File: src/rtl/apb_req_queue.sv
// Purpose : queues host read/write requests and plays them one at a time onto a
//           simple APB-style bridge (dsel/trnsfr/wr/address/data_in, done/data_out),
//           with a WAIT-cycle timeout that turns a stuck transfer into an error response.
// Latency : request accepted into an empty queue while idle is in SETUP two cycles later;
//           response appears the cycle after done (or after TIMEOUT WAIT cycles).
// Backpressure: req_ready drops while the FIFO holds DEPTH entries; a pending response
//           holds in RESP (and blocks the next SETUP) until resp_ready.
// Ports   : clk, rst (sync, active-high)
//           host req  : req_valid/req_ready, req_wr, req_addr, req_wdata
//           host resp : resp_valid/resp_ready, resp_rdata, resp_err
//           bridge    : dsel, trnsfr, wr, address, data_in (out); data_out, done (in)
module apb_req_queue #(
  parameter int ADDR_W  = 32,
  parameter int DATA_W  = 32,
  parameter int DEPTH   = 4,
  parameter int TIMEOUT = 16
) (
  input  logic              clk,
  input  logic              rst,
  input  logic              req_valid,
  output logic              req_ready,
  input  logic              req_wr,
  input  logic [ADDR_W-1:0] req_addr,
  input  logic [DATA_W-1:0] req_wdata,
  output logic              resp_valid,
  input  logic              resp_ready,
  output logic [DATA_W-1:0] resp_rdata,
  output logic              resp_err,
  output logic              dsel,
  output logic              trnsfr,
  output logic              wr,
  output logic [ADDR_W-1:0] address,
  output logic [DATA_W-1:0] data_in,
  input  logic [DATA_W-1:0] data_out,
  input  logic              done
);

  localparam int PTR_W = $clog2(DEPTH);
  localparam int CNT_W = PTR_W + 1;
  localparam int TMR_W = $clog2(TIMEOUT);
  localparam logic [CNT_W-1:0] FULL_CNT = CNT_W'(DEPTH);
  localparam logic [TMR_W-1:0] TMR_LAST = TMR_W'(TIMEOUT - 1);

  typedef enum logic [1:0] {
    S_IDLE  = 2'd0,
    S_SETUP = 2'd1,
    S_WAIT  = 2'd2,
    S_RESP  = 2'd3
  } state_t;

  state_t r_state;
  state_t w_state_nxt;

  // request FIFO storage (not reset: contents are only read when r_count says valid)
  logic              r_fifo_wr   [DEPTH];
  logic [ADDR_W-1:0] r_fifo_addr [DEPTH];
  logic [DATA_W-1:0] r_fifo_data [DEPTH];

  logic [PTR_W-1:0]  r_wptr;
  logic [PTR_W-1:0]  r_rptr;
  logic [CNT_W-1:0]  r_count;
  logic [TMR_W-1:0]  r_wait_cnt;

  logic              r_dsel;
  logic              r_trnsfr;
  logic              r_wr;
  logic [ADDR_W-1:0] r_addr;
  logic [DATA_W-1:0] r_wdata;
  logic [DATA_W-1:0] r_resp_rdata;
  logic              r_resp_err;

  logic              w_push;
  logic              w_pop;
  logic              w_timeout;

  // Ready comes from the registered count only, so a same-cycle pop on a full
  // queue cannot reopen it; rst masks it so nothing is accepted during reset.
  assign req_ready = !rst && (r_count < FULL_CNT);
  assign w_push    = req_valid && req_ready;
  assign w_timeout = (r_wait_cnt == TMR_LAST);

  assign resp_valid = (r_state == S_RESP);
  assign resp_rdata = r_resp_rdata;
  assign resp_err   = r_resp_err;
  assign dsel       = r_dsel;
  assign trnsfr     = r_trnsfr;
  assign wr         = r_wr;
  assign address    = r_addr;
  assign data_in    = r_wdata;

  always_ff @(posedge clk) begin
    if (rst) r_state <= S_IDLE;
    else     r_state <= w_state_nxt;
  end

  always_comb begin
    w_state_nxt = r_state;
    w_pop       = 1'b0;
    case (r_state)
      S_IDLE: begin
        if (r_count != '0) begin
          w_pop       = 1'b1;
          w_state_nxt = S_SETUP;
        end
      end
      S_SETUP: w_state_nxt = S_WAIT;
      // done has priority over the timeout; both end the transfer
      S_WAIT:  if (done || w_timeout) w_state_nxt = S_RESP;
      S_RESP:  if (resp_ready) w_state_nxt = S_IDLE;
      default: w_state_nxt = S_IDLE;
    endcase
  end

  always_ff @(posedge clk) begin
    if (w_push) begin
      r_fifo_wr[r_wptr]   <= req_wr;
      r_fifo_addr[r_wptr] <= req_addr;
      r_fifo_data[r_wptr] <= req_wdata;
    end
  end

  always_ff @(posedge clk) begin
    if (rst) begin
      r_wptr       <= '0;
      r_rptr       <= '0;
      r_count      <= '0;
      r_wait_cnt   <= '0;
      r_dsel       <= 1'b0;
      r_trnsfr     <= 1'b0;
      r_wr         <= 1'b0;
      r_addr       <= '0;
      r_wdata      <= '0;
      r_resp_rdata <= '0;
      r_resp_err   <= 1'b0;
    end else begin
      if (w_push) r_wptr <= r_wptr + PTR_W'(1);
      if (w_pop)  r_rptr <= r_rptr + PTR_W'(1);

      case ({w_push, w_pop})
        2'b10:   r_count <= r_count + CNT_W'(1);
        2'b01:   r_count <= r_count - CNT_W'(1);
        default: r_count <= r_count;
      endcase

      // counts WAIT cycles from 0; cleared whenever the next cycle is not WAIT
      if (r_state == S_WAIT && w_state_nxt == S_WAIT) r_wait_cnt <= r_wait_cnt + TMR_W'(1);
      else                                           r_wait_cnt <= '0;

      // bridge strobes are decoded from the next state so they are plain flops
      r_dsel   <= (w_state_nxt == S_SETUP) || (w_state_nxt == S_WAIT);
      r_trnsfr <= (w_state_nxt == S_SETUP);

      if (w_pop) begin
        r_wr    <= r_fifo_wr[r_rptr];
        r_addr  <= r_fifo_addr[r_rptr];
        r_wdata <= r_fifo_data[r_rptr];
      end

      if (r_state == S_WAIT) begin
        if (done) begin
          r_resp_rdata <= r_wr ? '0 : data_out;
          r_resp_err   <= 1'b0;
        end else if (w_timeout) begin
          r_resp_rdata <= '0;
          r_resp_err   <= 1'b1;
        end
      end else if (r_state == S_RESP && resp_ready) begin
        r_resp_rdata <= '0;
        r_resp_err   <= 1'b0;
      end
    end
  end

endmodule
File: config.mk
export PLATFORM = sky130hd
export DESIGN_NAME = apb_req_queue
export DESIGN_NICKNAME = d
export VERILOG_FILES = /design/src/rtl/apb_req_queue.sv
export SDC_FILE = /design/constraint.sdc
export NUM_CORES = 1
export LEC_CHECK = 0
export ABC_AREA = 1
export ABC_CLOCK_PERIOD_IN_PS = 5000
export BUFFER_PORTS_ARGS = -buffer_cell sky130_fd_sc_hd__buf_2
export CORE_ASPECT_RATIO = 1.2
export CORE_MARGIN = 5
export CORE_UTILIZATION = 57
export CTS_CLUSTER_DIAMETER = 60
export DETAILED_ROUTE_END_ITERATION = 6
export PLACE_DENSITY = 0.79
export SYNTH_ARGS = -nofsm -noshare
export SYNTH_HDL_FRONTEND = slang
export SYNTH_SLANG_ARGS = --single-unit
File: constraint.sdc
create_clock -name clk -period 5 [get_ports clk]
set_clock_uncertainty 0.2 [all_clocks]
set_input_delay 0.75 -clock clk [delete_from_list [all_inputs] [get_ports clk]]
set_output_delay 0.75 -clock clk [all_outputs]
set_load 0.02 [all_outputs]
Yosys cells after proc, flatten, opt, wreduce, memory -nomap -nowiden. Memory sizes are Yosys's and may differ from the RTL's. A register that Yosys moved wholly into a read port is not among the register bits. Index checks and enable logic that the tools add are counted.

Bits in registers: 48. Bits in latches: 0. Bits in writable memories: 260. Bits in read-only memories: 0. Bits of input ports: 102. Output and inout port bits: 102. Word-level logic and storage cells: 59. Memories: 3.

Memories: r_fifo_addr (depth 4, width 32, read ports 1, clocked after memory_dff 1, write ports 1, RTL line 56) `logic [ADDR_W-1:0] r_fifo_addr [DEPTH];`; r_fifo_data (depth 4, width 32, read ports 1, clocked after memory_dff 1, write ports 1, RTL line 57) `logic [DATA_W-1:0] r_fifo_data [DEPTH];`; r_fifo_wr (depth 4, width 1, read ports 1, clocked after memory_dff 1, write ports 1, RTL line 55) `logic r_fifo_wr [DEPTH];`.

Add/subtract/negate cells: 5. $mul: 0. Div/mod/pow operators: 0. Magnitude comparators: 1. Equality and inequality tests: 9. Shifts and indexed selects: 0. Mux-type cells: 18. Bitwise gates (word level): 1. Reduce and logical (&&, ||, !) cells: 13.

Operator list (number): 2-to-1 mux 32 bit (5); equality test 2 bit, second input constant (4); 2-to-1 mux 1 bit (8); case mux 2 bit (4 select lines) (1); equality test 2 x 1 -> 1 bit, second input constant (3); 2-to-1 mux 2 bit (3); case mux 3 bit (2 select lines) (1); adder 2 x 1 -> 2 bit, second input constant (2); adder 4 x 1 -> 4 bit, second input constant (1); equality test 4 bit, second input constant (1); logical AND 1 bit (4); nonzero test 2 bit (2); adder 3 x 1 -> 3 bit, second input constant (1); less-than comparator 3 bit, second input constant (1); inequality test 3 bit, second input constant (1); nonzero test 3 bit (1); subtractor 3 x 1 -> 3 bit, second input constant (1); zero test 2 bit (1); logical OR 1 bit (2); AND reduction 2 bit (1); OR reduction 2 bit (1); zero test 1 bit (1); NOT 1 bit (1).

Depth between registers and ports, before layout.
Depth in word-level cells: 8. Mapped depth: 13. Mapped depth without buffers: 12.

Worst setup path before layout. Ideal clock, no wire load.

Path kind: in2reg. Start: in rst. End: mem r_fifo_addr[0][0] (enable). Library setup time: 0.489 ns. Arrival time: 4.091 ns. Required time: 4.311 ns. Path slack: 0.220 ns. Stages: 3. Path through: nor2_1 -> nand2_1 -> nor2_1.

Longest elaborated chain between the ends: 5.

Ends and longest elaborated chain: from (decl) (RTL line 19) `input logic rst,`; zero test 1 bit (RTL line 78) `assign req_ready = !rst && (r_count < FULL_CNT);`; logical AND 1 bit (RTL line 78); logical AND 1 bit (RTL line 79) `assign w_push = req_valid && req_ready;`; 2-to-1 mux 1 bit (RTL line 115) `if (w_push) begin`; 2-to-1 mux 1 bit (implied by the code) (RTL line 117) `r_fifo_addr[r_wptr] <= req_addr;`; to (decl) (RTL line 56).

No other way between the ends.

==> impl_results.md <==
- Distinct cells, synth: 26
- Asr flop ratio synth: 0%
- # setup viols final: 0
- Post-route ant nets: 0
- Synth area leader: edfxtp_1
- Setup Fix Bufs, Post-CTS: 0
- Number of port buffers: 203
- Vias per cell: 5.36
- Cell mode on critical path: nor2_1
- Ant. Diodes: 0
- Worst slew pin tran: 1290 ps
- Site Rows: 63
- DR vias: 9,731
- Clock sink total: 373
- CTS tree: built
- CTS Buf Count: 36
- HPWL after DPL: 18.4 mm
- Setup tns final: 0 ps
- Resize count post-CTS: 0
- CP Cell Sequence: inv_2, buf_4, nor2_1, o21ai_0, nand2_1, nor2_1, nor2_1
- Root buffer cell: clkbuf_16
- Die H: 184 um
- Fin. Hold Viols: 0
- Design area: 16,500 um2
- Crit share post-route: 55.7%
- Critical Path Sink Type: flop
- WL/cell: 17.2 um
- Status: completed
- Die Area: 28,500 um2
- Yosys warning count: 0
- Hold buffer count at cts: 0
- Largest family of logic cells by synthesized area: simple AND/OR/NAND/NOR gates
- Fillers: 1,819
- Number of synthesized flops with an enable pin: 260
- Top cell type's share of synthesized area: 54.4%
- Post-synthesis simple-gate area fraction: 15.0%
- XOR/XNOR share of the synthesized area: 0.122%
- Area grow syn2layout: 15.2%
- Total Routing Usage GR: 21.5%
- Top post-synthesis cells by count: nor2_1, edfxtp_1, dfxtp_1
- # IOs: 204
- Fin crit period: 2790 ps
- Syn_nets: 1,400
- Initial Utilization: 58.0%
- Placed cell area: 15,400 um2
- Gr ovfl total: 0
- Most common cell in the synthesized netlist: nor2_1
- Critical path class: flop to flop
- Worst setup SP type: flop
- Detailed Route Iter0 Violations: 831
- Ys flop type: edfxtp_1
- First-pass GRT wire length: 49.2 mm
- Slew Viols, Final: 0
- Drt drc: 0
- Crit Path Max Fanout: 68
- DIE WIDTH: 155 um
- Mapped Cells: 1,289
- Register area share after synthesis: 70.2%
- Mux contribution to synthesized area: 0%
- Worst Path Arrival: 3030 ps
- Largest net degree at the start of global routing: 133
- Area contributors post-synth: edfxtp_1, dfxtp_1, nor2_1
- Top achievable clock speed: 0.359 GHz
- H-tree lvl count: 2
- Syn avg cell area: 11.1 um2
- Layout cell share with drive strength beyond 1: 18.9%
- Post-Syn Area: 14,400 um2
- FF+latch count, synth: 373
- Critical Path RT: 5250 ps
- Worst-path clk slew: 60 ps
- Routability Congestion: 0.810
- Lkg Pwr: 6.59 nW
- CP max-delay cell: dfxtp_4
- RSZ-0062 raised after global routing: false
- Post-Route WL: 31.3 mm
- Synth Area in Compound Gates: 9.64%
- Crit path largest cell delay: 940 ps
- Synth Area in Adders: 0.837%
- Rel. slew slack: 13.9%
- Hold crit path type: flop to flop
- Vias in the first global route: 9,654
- Power per cell area: 542 nW/um2
- Initial antenna violation count: 1
- Final nets: 1,574
- TritonRoute pass-1 iters: 5
- Worst-case clock buffer depth: 3
- Worst vdd ir: 475 uV
- Core footprint: 24,800 um2
- Max-Cap Viols: 0
- Clk Latency, worst-skew pair: 520 ps
## report_power, final
| group | internal (mW) | total, mW | switching (mW) |
|---|---|---|---|
| clock | 1.49 | 2.58 | 1.09 |
| sequential | 3.65 | 3.92 | 0.267 |
| combinational | 0.755 | 2.46 | 1.71 |
## sequential cells by signal, indices dropped and copies added (netlist names), 3 cells and up
name / flops
r_fifo_addr: 128
r_fifo_data: 128
address: 32
data_in: 32
resp_rdata: 32
r_fifo_wr: 4
r_wait_cnt: 4
r_count: 3
## stage by stage
stage | std cells | hold WS [ps] | util [%] | setup slack (ps) | total power, mW
floorplan | 1289 | 218 | - | 220 | 5.83
global placement | 1750 | 230 | 62.2 | 1970 | 6.36
detailed placement | 1750 | 236 | 62.2 | 1900 | 6.45
CTS | 1815 | 222 | 66.8 | 2190 | 9.03
global route | 1815 | 232 | 66.8 | 2040 | 9.50
finish | 1815 | 242 | 66.8 | 2210 | 8.96
## layout by cell type (no fill, tap or decap), types with 7 or more instances in the layout
master / instances
o21ai_1: 81
clkbuf_16: 37
a21oi_1: 41
nor2_1: 401
o21bai_1: 65
buf_2: 202
edfxtp_1: 260
buf_4: 12
nand2_1: 109
inv_1: 24
dfxtp_1: 111
ha_1: 8
o21ai_0: 57
clkinv_1: 7
nand3_1: 36
## worst max-delay path: cells and delay by family, from the launching register on
family	cells	cell delay, ps
AOI/OAI and AO/OA	1	100
buffers and inverters	2	950
DFF	1	940
and+or+nand+nor	4	510
## per-layer routing
layer	global-route usage, %	part of all wire [%]
met1	26.4	40
met2	38.6	51
met3	4.05	6.4
met4	6.89	2.5
met5	0	0.042
## logic make-up after synthesis
| kind of cell | count (synthesis) |
|---|---|
| AOI/OAI and AO/OA | 244 |
| xor gates and xnor gates | 2 |
| buffers and inverters | 105 |
| and+or+nand+nor | 556 |
| adders and majority gates | 9 |
| DFF | 373 |
## final timing paths
| kind | start | to | slack [ps] | depth (start not counted) |
|---|---|---|---|---|
| setup / recovery | r_rptr[1] | address[7] | 2210 | 7 |
| hold reg to reg | r_wait_cnt[0] | r_wait_cnt[0] | 240 | 1 |
| hold / removal | r_wait_cnt[0] | r_wait_cnt[0] | 240 | 1 |
| setup reg to reg | r_rptr[1] | address[7] | 2210 | 7 |
## cell type report
class / count / area, um2 / area share (%)
clock inverter: 19 / 150 / 0.909
timing repair buffer: 214 / 1100 / 6.66
sequential: 373 / 10100 / 61.0
clock buffer: 46 / 973 / 5.89
inverter: 27 / 104 / 0.628
multi-input combinational: 811 / 3710 / 22.5
tap: 325 / 407 / 2.46
(Power assumes the default switching activity.)
